### src/rtl/alu_arb_pkg.sv
// Shared opcode constants, flag bit positions and FSM state type for the
// two-requester ALU arbiter.
package alu_arb_pkg;

    localparam logic [2:0] OP_ADD  = 3'b000;
    localparam logic [2:0] OP_SUB  = 3'b001;
    localparam logic [2:0] OP_SLL  = 3'b010;
    localparam logic [2:0] OP_SLTU = 3'b011;
    localparam logic [2:0] OP_XOR  = 3'b100;
    localparam logic [2:0] OP_AND  = 3'b101;
    localparam logic [2:0] OP_OR   = 3'b110;
    localparam logic [2:0] OP_RSV  = 3'b111;

    localparam int FL_NEG   = 3;
    localparam int FL_ZERO  = 2;
    localparam int FL_OVF   = 1;
    localparam int FL_CARRY = 0;

    typedef enum logic [1:0] {
        ST_IDLE = 2'd0,
        ST_EXEC = 2'd1,
        ST_RESP = 2'd2
    } state_t;

endpackage

### src/rtl/alu_core.sv
// Purely combinational 32-bit ALU: op, a, b -> result, flags, err.
// Reserved opcode yields zero result, zero flags and err.
module alu_core
    import alu_arb_pkg::*;
(
    input  logic [2:0]  i_op,
    input  logic [31:0] i_a,
    input  logic [31:0] i_b,
    output logic [31:0] o_result,
    output logic [3:0]  o_flags,
    output logic        o_err
);

    logic [32:0] w_sum;
    logic [31:0] w_res;
    logic        w_carry;
    logic        w_ovf;
    logic        w_err;

    always_comb begin
        w_sum   = '0;
        w_res   = '0;
        w_carry = 1'b0;
        w_ovf   = 1'b0;
        w_err   = 1'b0;
        case (i_op)
            OP_ADD: begin
                w_sum   = {1'b0, i_a} + {1'b0, i_b};
                w_res   = w_sum[31:0];
                w_carry = w_sum[32];
                w_ovf   = (i_a[31] == i_b[31]) && (w_res[31] != i_a[31]);
            end
            OP_SUB: begin
                // carry set means no borrow
                w_sum   = {1'b0, i_a} + {1'b0, ~i_b} + 33'd1;
                w_res   = w_sum[31:0];
                w_carry = w_sum[32];
                w_ovf   = (i_a[31] != i_b[31]) && (w_res[31] != i_a[31]);
            end
            OP_SLL: begin
                w_res = i_a << i_b[1:0];
                case (i_b[1:0])
                    2'd1:    w_carry = i_a[31];
                    2'd2:    w_carry = i_a[30];
                    2'd3:    w_carry = i_a[29];
                    default: w_carry = 1'b0;
                endcase
            end
            OP_SLTU: w_res = {31'd0, (i_a < i_b)};
            OP_XOR:  w_res = i_a ^ i_b;
            OP_AND:  w_res = i_a & i_b;
            OP_OR:   w_res = i_a | i_b;
            default: w_err = 1'b1;
        endcase
    end

    assign o_result = w_res;
    assign o_err    = w_err;
    assign o_flags  = w_err ? 4'b0000 : {w_res[31], (w_res == 32'd0), w_ovf, w_carry};

endmodule

### src/rtl/alu_arbiter.sv
// Two-requester arbiter in front of a single ALU: IDLE -> EXEC -> RESP.
// Optional sticky status register enabled by ALU_ARB_STATUS_EN.
module alu_arbiter
    import alu_arb_pkg::*;
#(
    parameter int RR_EN = 1
) (
    input  logic        clk,
    input  logic        reset,
    input  logic        req_valid_0,
    input  logic        req_valid_1,
    output logic        req_ready_0,
    output logic        req_ready_1,
    input  logic [2:0]  req_op_0,
    input  logic [2:0]  req_op_1,
    input  logic [31:0] req_a_0,
    input  logic [31:0] req_a_1,
    input  logic [31:0] req_b_0,
    input  logic [31:0] req_b_1,
`ifdef ALU_ARB_STATUS_EN
    input  logic        status_clr,
    output logic [3:0]  status_flags,
`endif
    output logic        rsp_valid,
    input  logic        rsp_ready,
    output logic        rsp_id,
    output logic [31:0] rsp_result,
    output logic [3:0]  rsp_flags,
    output logic        rsp_err
);

    state_t      r_state, w_next;
    logic        r_last;
    logic [2:0]  r_op;
    logic [31:0] r_a, r_b;
    logic        r_id;
    logic        r_rsp_id;
    logic [31:0] r_result;
    logic [3:0]  r_flags;
    logic        r_err;

    logic        w_gnt_vld, w_gnt, w_accept;
    logic [31:0] w_result;
    logic [3:0]  w_flags;
    logic        w_err;

    // r_last holds the previous winner; ties go to the other requester
    always_comb begin
        w_gnt_vld = req_valid_0 | req_valid_1;
        if ((RR_EN != 0) && req_valid_0 && req_valid_1)
            w_gnt = ~r_last;
        else
            w_gnt = ~req_valid_0;
    end

    assign w_accept    = (r_state == ST_IDLE) && w_gnt_vld && !reset;
    assign req_ready_0 = w_accept && !w_gnt;
    assign req_ready_1 = w_accept &&  w_gnt;

    always_comb begin
        w_next = r_state;
        case (r_state)
            ST_IDLE: if (w_accept) w_next = ST_EXEC;
            ST_EXEC: w_next = ST_RESP;
            ST_RESP: if (rsp_ready) w_next = ST_IDLE;
            default: w_next = ST_IDLE;
        endcase
    end

    always_ff @(posedge clk) begin
        if (reset) r_state <= ST_IDLE;
        else       r_state <= w_next;
    end

    alu_core u_core (
        .i_op     (r_op),
        .i_a      (r_a),
        .i_b      (r_b),
        .o_result (w_result),
        .o_flags  (w_flags),
        .o_err    (w_err)
    );

    always_ff @(posedge clk) begin
        if (reset) begin
            r_last   <= 1'b1;
            r_op     <= '0;
            r_a      <= '0;
            r_b      <= '0;
            r_id     <= 1'b0;
            r_rsp_id <= 1'b0;
            r_result <= '0;
            r_flags  <= '0;
            r_err    <= 1'b0;
        end else begin
            if (w_accept) begin
                r_last <= w_gnt;
                r_id   <= w_gnt;
                r_op   <= w_gnt ? req_op_1 : req_op_0;
                r_a    <= w_gnt ? req_a_1  : req_a_0;
                r_b    <= w_gnt ? req_b_1  : req_b_0;
            end
            if (r_state == ST_EXEC) begin
                r_rsp_id <= r_id;
                r_result <= w_result;
                r_flags  <= w_flags;
                r_err    <= w_err;
            end
        end
    end

    assign rsp_valid  = (r_state == ST_RESP);
    assign rsp_id     = r_rsp_id;
    assign rsp_result = r_result;
    assign rsp_flags  = r_flags;
    assign rsp_err    = r_err;

`ifdef ALU_ARB_STATUS_EN
    logic [3:0] r_status;

    always_ff @(posedge clk) begin
        if (reset || status_clr)
            r_status <= '0;
        else if (rsp_valid && rsp_ready)
            r_status <= r_status | r_flags;
    end

    assign status_flags = r_status;
`endif

endmodule

### config.mk
export PLATFORM = sky130hd
export DESIGN_NAME = alu_arbiter
export DESIGN_NICKNAME = d
export VERILOG_FILES = /design/src/rtl/alu_arb_pkg.sv /design/src/rtl/alu_core.sv /design/src/rtl/alu_arbiter.sv
export SDC_FILE = /design/constraint.sdc
export NUM_CORES = 1
export LEC_CHECK = 0
export CAP_MARGIN = 10
export CORE_MARGIN = 4
export CORE_UTILIZATION = 55
export CTS_CLUSTER_SIZE = 14
export DETAILED_ROUTE_END_ITERATION = 10
export HOLD_SLACK_MARGIN = 0.03
export PLACE_DENSITY = 0.9
export SLEW_MARGIN = 0
export SYNTH_ARGS = -nofsm -noshare
export SYNTH_HDL_FRONTEND = slang
export SYNTH_SLANG_ARGS = --single-unit
### constraint.sdc
create_clock -name clk -period 7.6 [get_ports clk]
set_clock_uncertainty 0.2 [all_clocks]
set_input_delay 0.76 -clock clk [delete_from_list [all_inputs] [get_ports clk]]
set_output_delay 0.76 -clock clk [all_outputs]
set_load 0.02 [all_outputs]
==> run_results.csv <==
group,metric,value,unit
status,status,"complete, no violations",
flow_run,max_cap_violations,0,
global_route,grtUsageTotal,33.95,%
die,dieArea,22090,um2
sta,post-route-period-util,62.14,%
routing,wirelength,38800,um
synthesis,synth_area_leaders,"dfxtp_1, ha_1, mux2i_1",
routing,drt_iter0_drc,1278,
pwr,power_density,211.5,nW/um2
setup_path,startpoint,"r_a[1]",
synthesis,ys_ff_latch,109,
cts,cts.sinks,109,
cts,cts_buffers,9,
die,core_area,19460,um2
setup_path,rr_startpoint,"r_a[1]",
sta,setup_viol,0,
sta,max_freq,0.2118,GHz
routing,vias,11840,
sta,rsz0062_at_grt,"false",
pwr,power_leakage,5.183,nW
cells_and_area,layout-drive-gt1-share,4.662,%
sta,slew_violations,0,
cells_and_area,diodes,0,
setup_path,cp.arrival,4810,ps
sta,fin_tns_setup,0,ps
synthesis,synth_edf_count,0,
cts,cts.path.max_buffers,2,
min_path,worstHoldPathType,"register to register",
synthesis,ys.flop_type,"dfxtp_1",
cells_and_area,fillers,1697,
place,routabilityCongestion,1.089,
setup_path,cp.required,7680,ps
routing,wire_per_inst,21.19,um
place,dpl.hpwl,29280,um
die,dieWidth,148.6,um
setup_path,worstPathMaxFanout,10,
cells_and_area,fin_nets,1805,
synthesis,async_flop_share,0,%
synthesis,yosysWarningCount,0,
routing,drc_errors,0,
synthesis,netlist_area,10880,um2
synthesis,synth_cells,1468,
cells_and_area,final_cell_area,13030,um2
global_route,grt_max_degree,73,
synthesis,synth_cell_types,81,
cts,cts_setup_buffers,0,
place,io_buffers,179,
routing,drt_first_pass_iters,8,
cts,cts_htree_levels,3,
place,place_area,12730,um2
die,dieHeight,148.6,um
die,initial_utilization,55.88,%
cts,clk_pin_slew,70,ps
sta,tightest_slew,1146,ps
cts,cts_hold_buf,0,
synthesis,synth_seq_area_share,20.06,%
die,io_pins,180,
cts,clock_latency,360,ps
global_route,grt_pass1_wl,60020,um
sta,min_period,4722,ps
routing,vias_per_cell,6.466,
die,placementRows,51,
cts,cts_tree,"yes",
global_route,antenna_found_initial,0,
sta,relSlewSlack,23.42,%
cts,cts_resized,0,
synthesis,yosys.area.top_type,"dfxtp_1",
routing,antenna_left,0,
synthesis,synth_top_cell_area_share,20.06,%
cts,root_buffer,"clkbuf_16",
global_route,grt_pass1_vias,10907,
sta,hold_violations,0,
cells_and_area,area_growth_syn_to_layout,19.80,%
setup_path,critPathKind,"register to register",
min_path,worstHoldStart,"r_id",
setup_path,cp-end-kind,"register",
synthesis,synth.avg_cell_area,7.408,um2
global_route,grt_overflow,0,
synthesis,syn-num-nets,1711,
setup_path,critPathLaunchType,"register",
pwr,peakVddDrop,103.9,uV
[critical path, stage by stage (launching register included)]
cell and delay (ps):
dfxtp_1 730, inv_1 100, ha_1 370, o21bai_1 290, o211ai_1 290, a211oi_1 480, o21ai_1 230, a41oi_1 460
a31oi_1 270, o21bai_1 200, a211oi_1 120, o41ai_1 550, nand3_1 170, o31ai_2 190
[cells in the mapped netlist, types with 8 or more instances]
| master | instances |
|---|---|
| o221ai_1 | 8 |
| o22ai_1 | 12 |
| o21a_1 | 11 |
| nor3_1 | 34 |
| buf_1 | 20 |
| clkbuf_1 | 83 |
| nor2b_1 | 14 |
| o21ai_0 | 66 |
| ha_1 | 102 |
| nand2_1 | 108 |
| a211oi_1 | 108 |
| dfxtp_1 | 109 |
| nand4_1 | 13 |
| nand2b_1 | 16 |
| a21oi_1 | 119 |
| nor2_1 | 186 |
| and3_1 | 8 |
| o21bai_1 | 14 |
| nor4_1 | 13 |
| a31oi_1 | 12 |
| nand3_1 | 20 |
| inv_1 | 98 |
| a211o_1 | 8 |
| o31ai_1 | 17 |
| mux2i_1 | 97 |
| o211ai_1 | 21 |
[layout make-up]
class                           instances  area, um2  share of cell area, %
Inverter                              104      390.4                  2.996
Clock buffer                           12      256.5                  1.969
Sequential cell                       109       2187                  16.79
Clock inverter                          3      45.04                 0.3457
Tap cell                              265      331.6                  2.545
Multi-Input combinational cell       1143       7909                  60.70
Timing Repair Buffer                  195       1909                  14.65
[routing by layer]
layer / up-vias / share of wire (%) / track usage, % / routed length (um)
met5: - / 0 / 0 / 0
met4: 0 / 2.6 / 10.90 / 1008
met3: 81 / 13 / 9.720 / 5156
met2: 768 / 43 / 51.67 / 16580
met1: 5467 / 41 / 46.50 / 16060
li1: 5524 / - / - / -
[flip-flops by register name, summed over array words and instances (netlist names)]
name / count
r_op: 3
rsp_flags: 4
r_state: 2
r_id: 1
r_a: 32
rsp_id: 1
r_last: 1
r_b: 32
rsp_result: 32
rsp_err: 1
[worst paths after layout]
path                   to  slack [ps]  cells past startpoint
max          rsp_flags[2]        2880                     13
min                rsp_id         270                      2
max reg2reg  rsp_flags[2]        2880                     13
min reg2reg        rsp_id         270                      2
[metrics by stage]
step	total power [W]	util (%)	setup slack, ps	hold WS [ps]	cells
6_report	0.002755	66.94	2878	270.3	1831
5_1_grt	0.002908	66.94	2610	278.8	1831
4_1_cts	0.002710	66.94	3015	266.8	1831
3_5_place_dp	0.002216	65.39	3139	250.2	1816
3_3_place_gp	0.002200	65.39	3187	240.6	1816
2_1_floorplan	0.001745	-	3191	228.8	1468
[cells by family after synthesis]
kind of cell | synth area share, %
flops | 20.06
fa+ha+maj | 12.10
compound gates | 30.37
simple gates | 18.35
xor+xnor | 0.9550
buf+inv | 7.674
mux | 10.48
[where the power goes]
part	internal (W)	switching (W)	total, W	leakage (nW)
combinational	0.000579	0.000948	0.00153	4.14
clock	0.000272	0.000221	0.000494	0.141
sequential	0.000641	0.0000936	0.000735	0.903
[cell usage in the layout, fill, tap and decap left out, drive strengths merged, types with 5 or more instances in the layout]
cell / netlist / layout
a32oi: 6 / 6
buf: 29 / 17
o21ai: 69 / 69
nand2b: 16 / 16
nor3b: 5 / 5
clkdlybuf4s50: 0 / 178
a22o: 5 / 5
a211o: 8 / 8
o21a: 11 / 11
nand4: 13 / 13
dfxtp: 109 / 109
o22ai: 12 / 12
ha: 102 / 102
a21o: 7 / 7
nor3: 34 / 34
mux2: 5 / 5
o21bai: 14 / 14
a31oi: 12 / 12
o221ai: 8 / 8
nand3: 20 / 20
o211a: 7 / 7
nand2: 108 / 108
a21oi: 119 / 119
mux4: 5 / 5
a221oi: 8 / 8
nor4: 15 / 15
o211ai: 21 / 21
a221o: 7 / 7
a211oi: 108 / 108
mux2i: 97 / 97
a2111oi: 5 / 5
and2: 5 / 5
o31ai: 18 / 18
nor2b: 14 / 14
and3: 8 / 8
xnor2: 8 / 8
inv: 103 / 103
nor2: 186 / 186
clkbuf: 83 / 12
No activity file was read; power rests on OpenSTA's default activity.
